File: src/rtl/axi_fm_discriminator.sv
// ---------------------------------------------------------------------------
// axi_fm_discriminator
//
// FM discriminator that sits after the AXI-Stream CORDIC. Each input beat
// carries {phase[31:16], magnitude[15:0]}. The block forms the wrapped phase
// difference between consecutive samples (instantaneous frequency), zeroes
// the contribution of any sample pair touching a low-magnitude (squelched)
// sample, and averages 2^DECIM_LOG2 differences into one output beat.
//
// Ports
//   s00_axis_aclk     clock shared by both streams
//   s00_axis_aresetn  asynchronous active-low reset
//   s00_axis_t*       input stream; tstrb is ignored
//   squelch_thresh    unsigned magnitude threshold, sampled per accepted beat
//   m00_axis_t*       output stream: [31:16] squelched-sample count,
//                     [15:0] signed mean phase step; tstrb is all ones
// ---------------------------------------------------------------------------
module axi_fm_discriminator #(
    parameter int C_S00_AXIS_TDATA_WIDTH = 32,
    parameter int C_M00_AXIS_TDATA_WIDTH = 32,
    parameter int DECIM_LOG2             = 3
) (
    input  logic                                  s00_axis_aclk,
    input  logic                                  s00_axis_aresetn,
    input  logic                                  s00_axis_tvalid,
    input  logic                                  s00_axis_tlast,
    input  logic [C_S00_AXIS_TDATA_WIDTH-1:0]     s00_axis_tdata,
    input  logic [(C_S00_AXIS_TDATA_WIDTH/8)-1:0] s00_axis_tstrb,
    output logic                                  s00_axis_tready,
    input  logic [15:0]                           squelch_thresh,
    input  logic                                  m00_axis_tready,
    output logic                                  m00_axis_tvalid,
    output logic                                  m00_axis_tlast,
    output logic [C_M00_AXIS_TDATA_WIDTH-1:0]     m00_axis_tdata,
    output logic [(C_M00_AXIS_TDATA_WIDTH/8)-1:0] m00_axis_tstrb
);

    // 2^DECIM_LOG2 steps of magnitude <= 2^15 always fit in 16+DECIM_LOG2 bits.
    localparam int ACCW = 16 + DECIM_LOG2;
    localparam int CW   = (DECIM_LOG2 == 0) ? 1 : DECIM_LOG2;
    localparam logic [CW-1:0] CNT_MAX = CW'((1 << DECIM_LOG2) - 1);

    logic [15:0]                       prev_phase_q, prev_phase_d;
    logic                              prev_ok_q, prev_ok_d;
    logic signed [ACCW-1:0]            acc_q, acc_d;
    logic [CW-1:0]                     cnt_q, cnt_d;
    logic [15:0]                       sq_q, sq_d;
    logic                              m_valid_q, m_valid_d;
    logic                              m_last_q, m_last_d;
    logic [C_M00_AXIS_TDATA_WIDTH-1:0] m_data_q, m_data_d;

    logic [15:0]            phase, mag, dphase, mean, sq_sum;
    logic signed [ACCW-1:0] contrib, acc_sum;
    logic                   ok, accept, close;

    logic unused_strb;
    assign unused_strb = ^s00_axis_tstrb;

    assign phase  = s00_axis_tdata[31:16];
    assign mag    = s00_axis_tdata[15:0];

    assign s00_axis_tready = s00_axis_aresetn & (~m_valid_q | m00_axis_tready);
    assign accept          = s00_axis_tvalid & s00_axis_tready;

    assign m00_axis_tvalid = m_valid_q;
    assign m00_axis_tlast  = m_last_q;
    assign m00_axis_tdata  = m_data_q;
    assign m00_axis_tstrb  = '1;

    always_comb begin
        ok      = (mag >= squelch_thresh);
        // Modular 16-bit subtract: wrap through +/-pi falls out naturally.
        dphase  = phase - prev_phase_q;
        contrib = (ok && prev_ok_q) ? ACCW'($signed(dphase)) : '0;
        acc_sum = acc_q + contrib;
        sq_sum  = sq_q + {15'd0, ~ok};
        // Floor division by the full block size, even for a short block.
        mean    = 16'(acc_sum >>> DECIM_LOG2);
        close   = accept && ((cnt_q == CNT_MAX) || s00_axis_tlast);
    end

    always_comb begin
        prev_phase_d = prev_phase_q;
        prev_ok_d    = prev_ok_q;
        acc_d        = acc_q;
        cnt_d        = cnt_q;
        sq_d         = sq_q;
        m_valid_d    = m_valid_q;
        m_last_d     = m_last_q;
        m_data_d     = m_data_q;

        if (m_valid_q && m00_axis_tready) begin
            m_valid_d = 1'b0;
            m_last_d  = 1'b0;
            m_data_d  = '0;
        end

        if (accept) begin
            prev_phase_d = phase;
            prev_ok_d    = ok;
            if (close) begin
                // Overrides the handshake clear above, giving back-to-back output.
                acc_d     = '0;
                cnt_d     = '0;
                sq_d      = '0;
                m_valid_d = 1'b1;
                m_last_d  = s00_axis_tlast;
                m_data_d  = C_M00_AXIS_TDATA_WIDTH'({sq_sum, mean});
                // A new packet has no phase history to difference against.
                if (s00_axis_tlast) prev_ok_d = 1'b0;
            end else begin
                acc_d = acc_sum;
                cnt_d = cnt_q + 1'b1;
                sq_d  = sq_sum;
            end
        end
    end

    always_ff @(posedge s00_axis_aclk or negedge s00_axis_aresetn) begin
        if (!s00_axis_aresetn) begin
            prev_phase_q <= '0;
            prev_ok_q    <= 1'b0;
            acc_q        <= '0;
            cnt_q        <= '0;
            sq_q         <= '0;
            m_valid_q    <= 1'b0;
            m_last_q     <= 1'b0;
            m_data_q     <= '0;
        end else begin
            prev_phase_q <= prev_phase_d;
            prev_ok_q    <= prev_ok_d;
            acc_q        <= acc_d;
            cnt_q        <= cnt_d;
            sq_q         <= sq_d;
            m_valid_q    <= m_valid_d;
            m_last_q     <= m_last_d;
            m_data_q     <= m_data_d;
        end
    end

endmodule

File: config.mk
export PLATFORM = sky130hd
export DESIGN_NAME = axi_fm_discriminator
export DESIGN_NICKNAME = d
export VERILOG_FILES = /design/src/rtl/axi_fm_discriminator.sv
export SDC_FILE = /design/constraint.sdc
export NUM_CORES = 1
export LEC_CHECK = 0
export ABC_AREA = 0
export BUFFER_PORTS_ARGS = -buffer_cell sky130_fd_sc_hd__buf_4
export CAP_MARGIN = 15
export CORE_ASPECT_RATIO = 0.6
export CORE_UTILIZATION = 40
export DETAILED_ROUTE_END_ITERATION = 8
export PLACE_DENSITY = 0.71
export SETUP_SLACK_MARGIN = 0.2
export SYNTH_ARGS = -nofsm -noshare
export SYNTH_HDL_FRONTEND = slang
export SYNTH_SLANG_ARGS = --single-unit
File: constraint.sdc
create_clock -name s00_axis_aclk -period 3.9 [get_ports s00_axis_aclk]
set_input_delay 1.17 -clock s00_axis_aclk [delete_from_list [all_inputs] [get_ports s00_axis_aclk]]
set_output_delay 1.17 -clock s00_axis_aclk [all_outputs]
set_load 0.03 [all_outputs]
After elaboration in Yosys (flattened, before gate mapping)
Index checks and enable logic that the tools add are counted.
{ "totals": {"reg_bits": 89, "latch_bits": 0, "mem_bits_rw": 0, "romBits": 0, "inputBits": 57, "output_inout_bits": 39, "elab_cells": 38, "memories": 0} }
{ "op_classes": {"add_sub_neg": 4, "multipliers": 0, "div_mod_pow": 0, "order_cmp": 1, "eq_ne": 1, "shift": 0, "muxes": 15, "bitwise": 5, "n_reduce_logical": 4} }
{ "ops": {"columns": ["cell", "count"], "rows": [
  ["2-to-1 mux 32 bit", 3],
  ["2-to-1 mux 19 bit", 2],
  ["adder 19 bit", 1],
  ["adder 16 x 1 -> 16 bit", 1],
  ["greater-or-equal comparator 16 bit", 1],
  ["2-to-1 mux 16 bit", 1],
  ["subtractor 16 bit", 1],
  ["2-to-1 mux 1 bit", 8],
  ["adder 3 x 1 -> 3 bit (second input constant)", 1],
  ["== test 3 bit (second input constant)", 1],
  ["logical AND 1 bit", 3],
  ["2-to-1 mux 3 bit", 1],
  ["bitwise AND 1 bit", 2],
  ["NOT 1 bit", 2],
  ["logical OR 1 bit", 1],
  ["bitwise OR 1 bit", 1]
]} }

Longest topological paths before layout
{ "logic_depth": {"ltp_word": 7, "depth_mapped": 20, "ltp_nobuf": 20} }

Least setup slack after synthesis
OpenSTA, ideal clock, no wires.
{ "synth_path": {"kind": "input to register", "startpoint": "in squelch_thresh[13]", "endpoint": "reg acc_q[18]", "setup_time_ps": 126, "t_arrival_ps": 4920, "required_time_ps": 3774, "setup_slack_ps": -1146, "path_stages": 20, "n_path_buf": 2, "cell_sequence": "inv_1 -> ha_1 -> a211oi_1 -> o21bai_1 -> a221o_1 -> a31oi_2 -> nand2b_1 -> buf_4 -> clkbuf_1 -> nor2_1 -> ha_1 -> fa_1 -> a211oi_2 -> o21ai_1 -> a31oi_1 -> o211ai_1 -> a21oi_1 -> o22ai_1 -> nor4b_1 -> a221o_1"} }
{ "synth_via": {"elab_chain_len": 5} }
{ "synth_lines": {"columns": ["element", "line", "text"], "rows": [
  ["from (decl)", "30", "input logic [15:0] squelch_thresh,"],
  ["greater-or-equal comparator 16 bit", "71", "ok = (mag >= squelch_thresh);"],
  ["logical AND 1 bit", "74", "contrib = (ok && prev_ok_q) ? ACCW'($signed(dphase)) : '0;"],
  ["2-to-1 mux 19 bit", "74", null],
  ["adder 19 bit", "75", "acc_sum = acc_q + contrib;"],
  ["2-to-1 mux 19 bit", "101", "if (close) begin"],
  ["to (signal assigned)", "123", "acc_q <= '0;"],
  ["to (signal assigned)", "132", "acc_q <= acc_d;"],
  ["to (decl)", "45", "logic signed [ACCW-1:0] acc_q, acc_d;"]
]} }
No other way between the ends.
A chain may end at the register's enable or synchronous reset.

Final worst setup path
{ "layout_path": {"startpoint": "in s00_axis_tdata[11]", "endpoint": "reg acc_q[16]"} }
{ "layout_via": {"elab_chain_len": 5} }
{ "layout_lines": {"columns": ["element", "line", "text"], "rows": [
  ["from (decl)", "27", "input logic [C_S00_AXIS_TDATA_WIDTH-1:0] s00_axis_tdata,"],
  ["greater-or-equal comparator 16 bit", "71", null],
  ["logical AND 1 bit", "74", null],
  ["2-to-1 mux 19 bit", "74", null],
  ["adder 19 bit", "75", null],
  ["2-to-1 mux 19 bit", "101", null]
]} }
No other way between the ends.

==> summary.md <==
| Metric | Value |
|---|---|
| Global-route usage over all layers | 21.8% |
| Final worst setup slack | -0.671 ns |
| Clock H-tree levels | 3 |
| Critical setup path kind | input pin to flip-flop |
| Final GP Congestion | 0.859 |
| Metal2 WL | 7.21 mm |
| Top Layer Used | met4 |
| Initial core utilization | 42.1% |
| Total wire length | 15.6 mm |
| Clk_lat worst skew | 0.34 ns |
| Num ports | 96 |
| Outcome | finished, violations left |
| Relative slew slack | 29.9% |
| Pre-CTS setup slack | -1.14 ns |
| Stages on worst setup path | 20 |
| CP max FO | 5 |
| Max Cap Viol | 0 |
| Register area share after synthesis | 40.2% |
| Fillers | 1038 |
| Clock buffer depth | 2 |
| # clock sinks | 89 |
| Initial drt markers | 281 |
| Die width | 154 um |
| Main area contributors after synthesis | dfrtp_1 40%, ha_1 12%, a22o_1 5.7% |
| CTS tree | done |
| Final TNS setup | -11.46 ns |
| First-pass GRT wire length | 24.8 mm |
| Cells after Synth | 602 |
| Synth top area share | 40.2% |
| LEAKAGE | 3.94 nW |
| Vias | 5161 |
| Fraction of layout cells with a size suffix above 1 | 37.0% |
| Failing checks | negative setup slack |
| Cell family with most CP delay | compound AO/OA/AOI/OAI gates |
| Min-Delay Path Class | flip-flop to flip-flop |
| Largest net degree at the start of global routing | 82 |
| RSZ-0062 raised after global routing | yes |
| Global route overflow | 0 |
| Netlist Area Pre-Place | 0.00555 mm2 |
| Post-synth ARST share | 100% |
| Via/cell ratio | 5.42 |
| Peak supply drop | 0.220 mV |
| Most frequent cells after synthesis | 89 x dfrtp_1, 83 x nand2_1, 59 x o21ai_0 |
| EDFF count, synth | 0 |
| Count leader, synth | dfrtp_1 |
| Vias in the first global route | 5188 |
| Final slew viol count | 0 |
| Slowest-stage cell, CP | a221o_1 |
| Clock Root Buffer | clkbuf_16 |
| Port Buffers | 87 |
| CP Cell Sequence | buf_6 -> ha_4 -> a21oi_2 -> o21ai_1 -> a221o_1 -> a31oi_4 -> nand2b_4 -> buf_6 -> nor2_1 -> ha_1 -> buf_4 -> nor3_1 -> nor2_2 -> a31oi_2 -> o211ai_1 -> buf_4 -> a21oi_4 -> o21bai_1 -> xor2_1 -> a22o_1 |
| # setup viols final | 25 |
| P&R area growth vs syn | 44.8% |
| Detailed placement HPWL | 10.5 mm |
| Worst EP arrival | 4.80 ns |
| Row Count | 32 |
| Final ANT Viol Nets | 0 |
| Max incr delay on CP | 0.38 ns |
| WL met1 | 7.24 mm |
| Pre-antenna DRT Iters | 5 |
| FF+latch count, synth | 89 |
| CP Capture Type | flip-flop |
| Fin crit period | 4.57 ns |
| Final hold viol count | 0 |
| Metal3 WL | 863 um |
| Cell taking the most area after synthesis | dfrtp_1 |
| Post-synthesis cell type count | 49 |
| Hold path depth | 2 |
| Synth warn | 0 |
| Slew of the pin with the lowest slew margin | 1.05 ns |
| Core footprint | 0.0132 mm2 |
| Die Footprint | 0.0144 mm2 |
| Initial antenna violation count | 0 |
| Average routed wire per standard cell | 16.4 um |
| Required @ worst endpoint | 4.13 ns |
| Clock slew seen by the registers of the worst setup and hold paths | 0.07 ns |
| Syn Area/Cell | 9.21 um2 |
| Power density over the cells | 361 mW/mm2 |
| DRC Markers | 0 |
| Fin crit share | 117% |
| Reg2Reg Depth | 17 |
| Inserted Diodes | 0 |
| CP Buf/Inv Count | 4 |
| Die extent in y | 93.2 um |
| Fin nets | 890 |
| Clk_skew | 0.00678 ns |
| Hold-fix buffers, CTS | 0 |
| Worst setup SP type | input pin |
| Fmax | 0.219 GHz |
| Prevailing post-synth register cell | dfrtp_1 |
| TritonCTS Buffers | 9 |
## worst min-delay path: cells and delay by family, from the launching register on
| kind | cells | cell delay [ns] |
|---|---|---|
| AOI/OAI and AO/OA | 1 | 0.06 |
| DFF | 1 | 0.35 |
| and+or+nand+nor | 1 | 0.05 |
## stage by stage
step                      hold slack [ns]  area (um2)  instances  total power, mW  utilization, %
final                               0.484        8030        952             2.90            61.0
after global routing                0.511        8030        952             3.04            61.0
after CTS                           0.492        7730        943             2.86            58.7
after detailed placement            0.477        7080        914             1.91            53.7
after global placement              0.474        7080        914             1.88            53.7
after floorplan                     0.456        5760        605             1.57               -
## registers in the layout (all words and copies together) (netlist names)
name             count
prev_ok_q            1
prev_phase_q        16
m00_axis_tlast       1
cnt_q                3
acc_q               19
sq_q                16
m00_axis_tvalid      1
m00_axis_tdata      32
## placed cells by master, fill, tap and decap left out, types with 5 or more instances in the layout
| master | count |
|---|---|
| buf_4 | 161 |
| dfrtp_1 | 89 |
| nand2_1 | 79 |
| o21ai_0 | 47 |
| ha_1 | 41 |
| a22o_1 | 36 |
| inv_1 | 28 |
| buf_6 | 25 |
| o21ai_1 | 24 |
| nor2_1 | 21 |
| xnor2_1 | 21 |
| a21oi_1 | 16 |
| and3_1 | 13 |
| a21oi_2 | 13 |
| a21o_1 | 12 |
| xor2_1 | 12 |
| ha_4 | 12 |
| nand3_1 | 10 |
| clkbuf_16 | 9 |
| o21ai_2 | 6 |
| inv_4 | 5 |
| nand2b_1 | 5 |
| nor3_1 | 5 |
| nor2_4 | 5 |
## logic make-up after synthesis
kind of cell    count (synthesis)  synth area share (%)
other cells                     1                0.0676
compound gates                189                  22.3
flops                          89                  40.2
fa+ha+maj                      55                  12.7
buf+inv                        63                  4.60
xor+xnor                       43                  7.06
simple gates                  162                  13.1
## path summary, 6_finish.rpt
check	endpoint	slack (ns)	from
max	acc_q[16]$_DFFE_PN0P_	-0.67	s00_axis_tdata[11]
min	m00_axis_tdata[21]$_DFF_PN0_	0.48	m00_axis_tdata[21]$_DFF_PN0_
max reg2reg	acc_q[15]$_DFFE_PN0P_	-0.08	prev_phase_q[0]$_DFFE_PN0P_
min reg2reg	m00_axis_tdata[21]$_DFF_PN0_	0.48	m00_axis_tdata[21]$_DFF_PN0_
max in group asynchronous	prev_phase_q[12]$_DFFE_PN0P_	1.98	s00_axis_aresetn
min in group asynchronous	m00_axis_tdata[1]$_DFF_PN0_	0.65	s00_axis_aresetn
## per-layer routing
layer,GRT usage (%),vias to the layer above
met1,29.5,2491
met3,4.96,25
met2,34.6,173
met5,0,-
li1,-,2472
met4,7.08,0
## repair_timing
item                                    CTS  global route
gates resized for setup                  53            42
setup buffers                            14             9
gates cloned                              0             0
endpoints found under the setup margin   30            32
endpoints found under the hold margin     0             0
pin swaps                                37            38
## report_power, final
group / total (mW) / internal, mW / switching, mW
clock network: 0.894 / 0.529 / 0.365
registers: 1.05 / 1.00 / 0.0522
logic: 0.951 / 0.446 / 0.504
## area by class of cell
cell class              instances  area (um2)  share of cell area (%)
inverters                      38         168                    2.09
clock inverters                 4        52.6                   0.654
repair buffers                187        1510                    18.8
flip-flops and latches         89        2230                    27.7
clock buffers                  11         253                    3.15
well taps                     170         213                    2.65
multi-input cells             453        3610                    44.9
No activity file was read; power rests on OpenSTA's default activity.
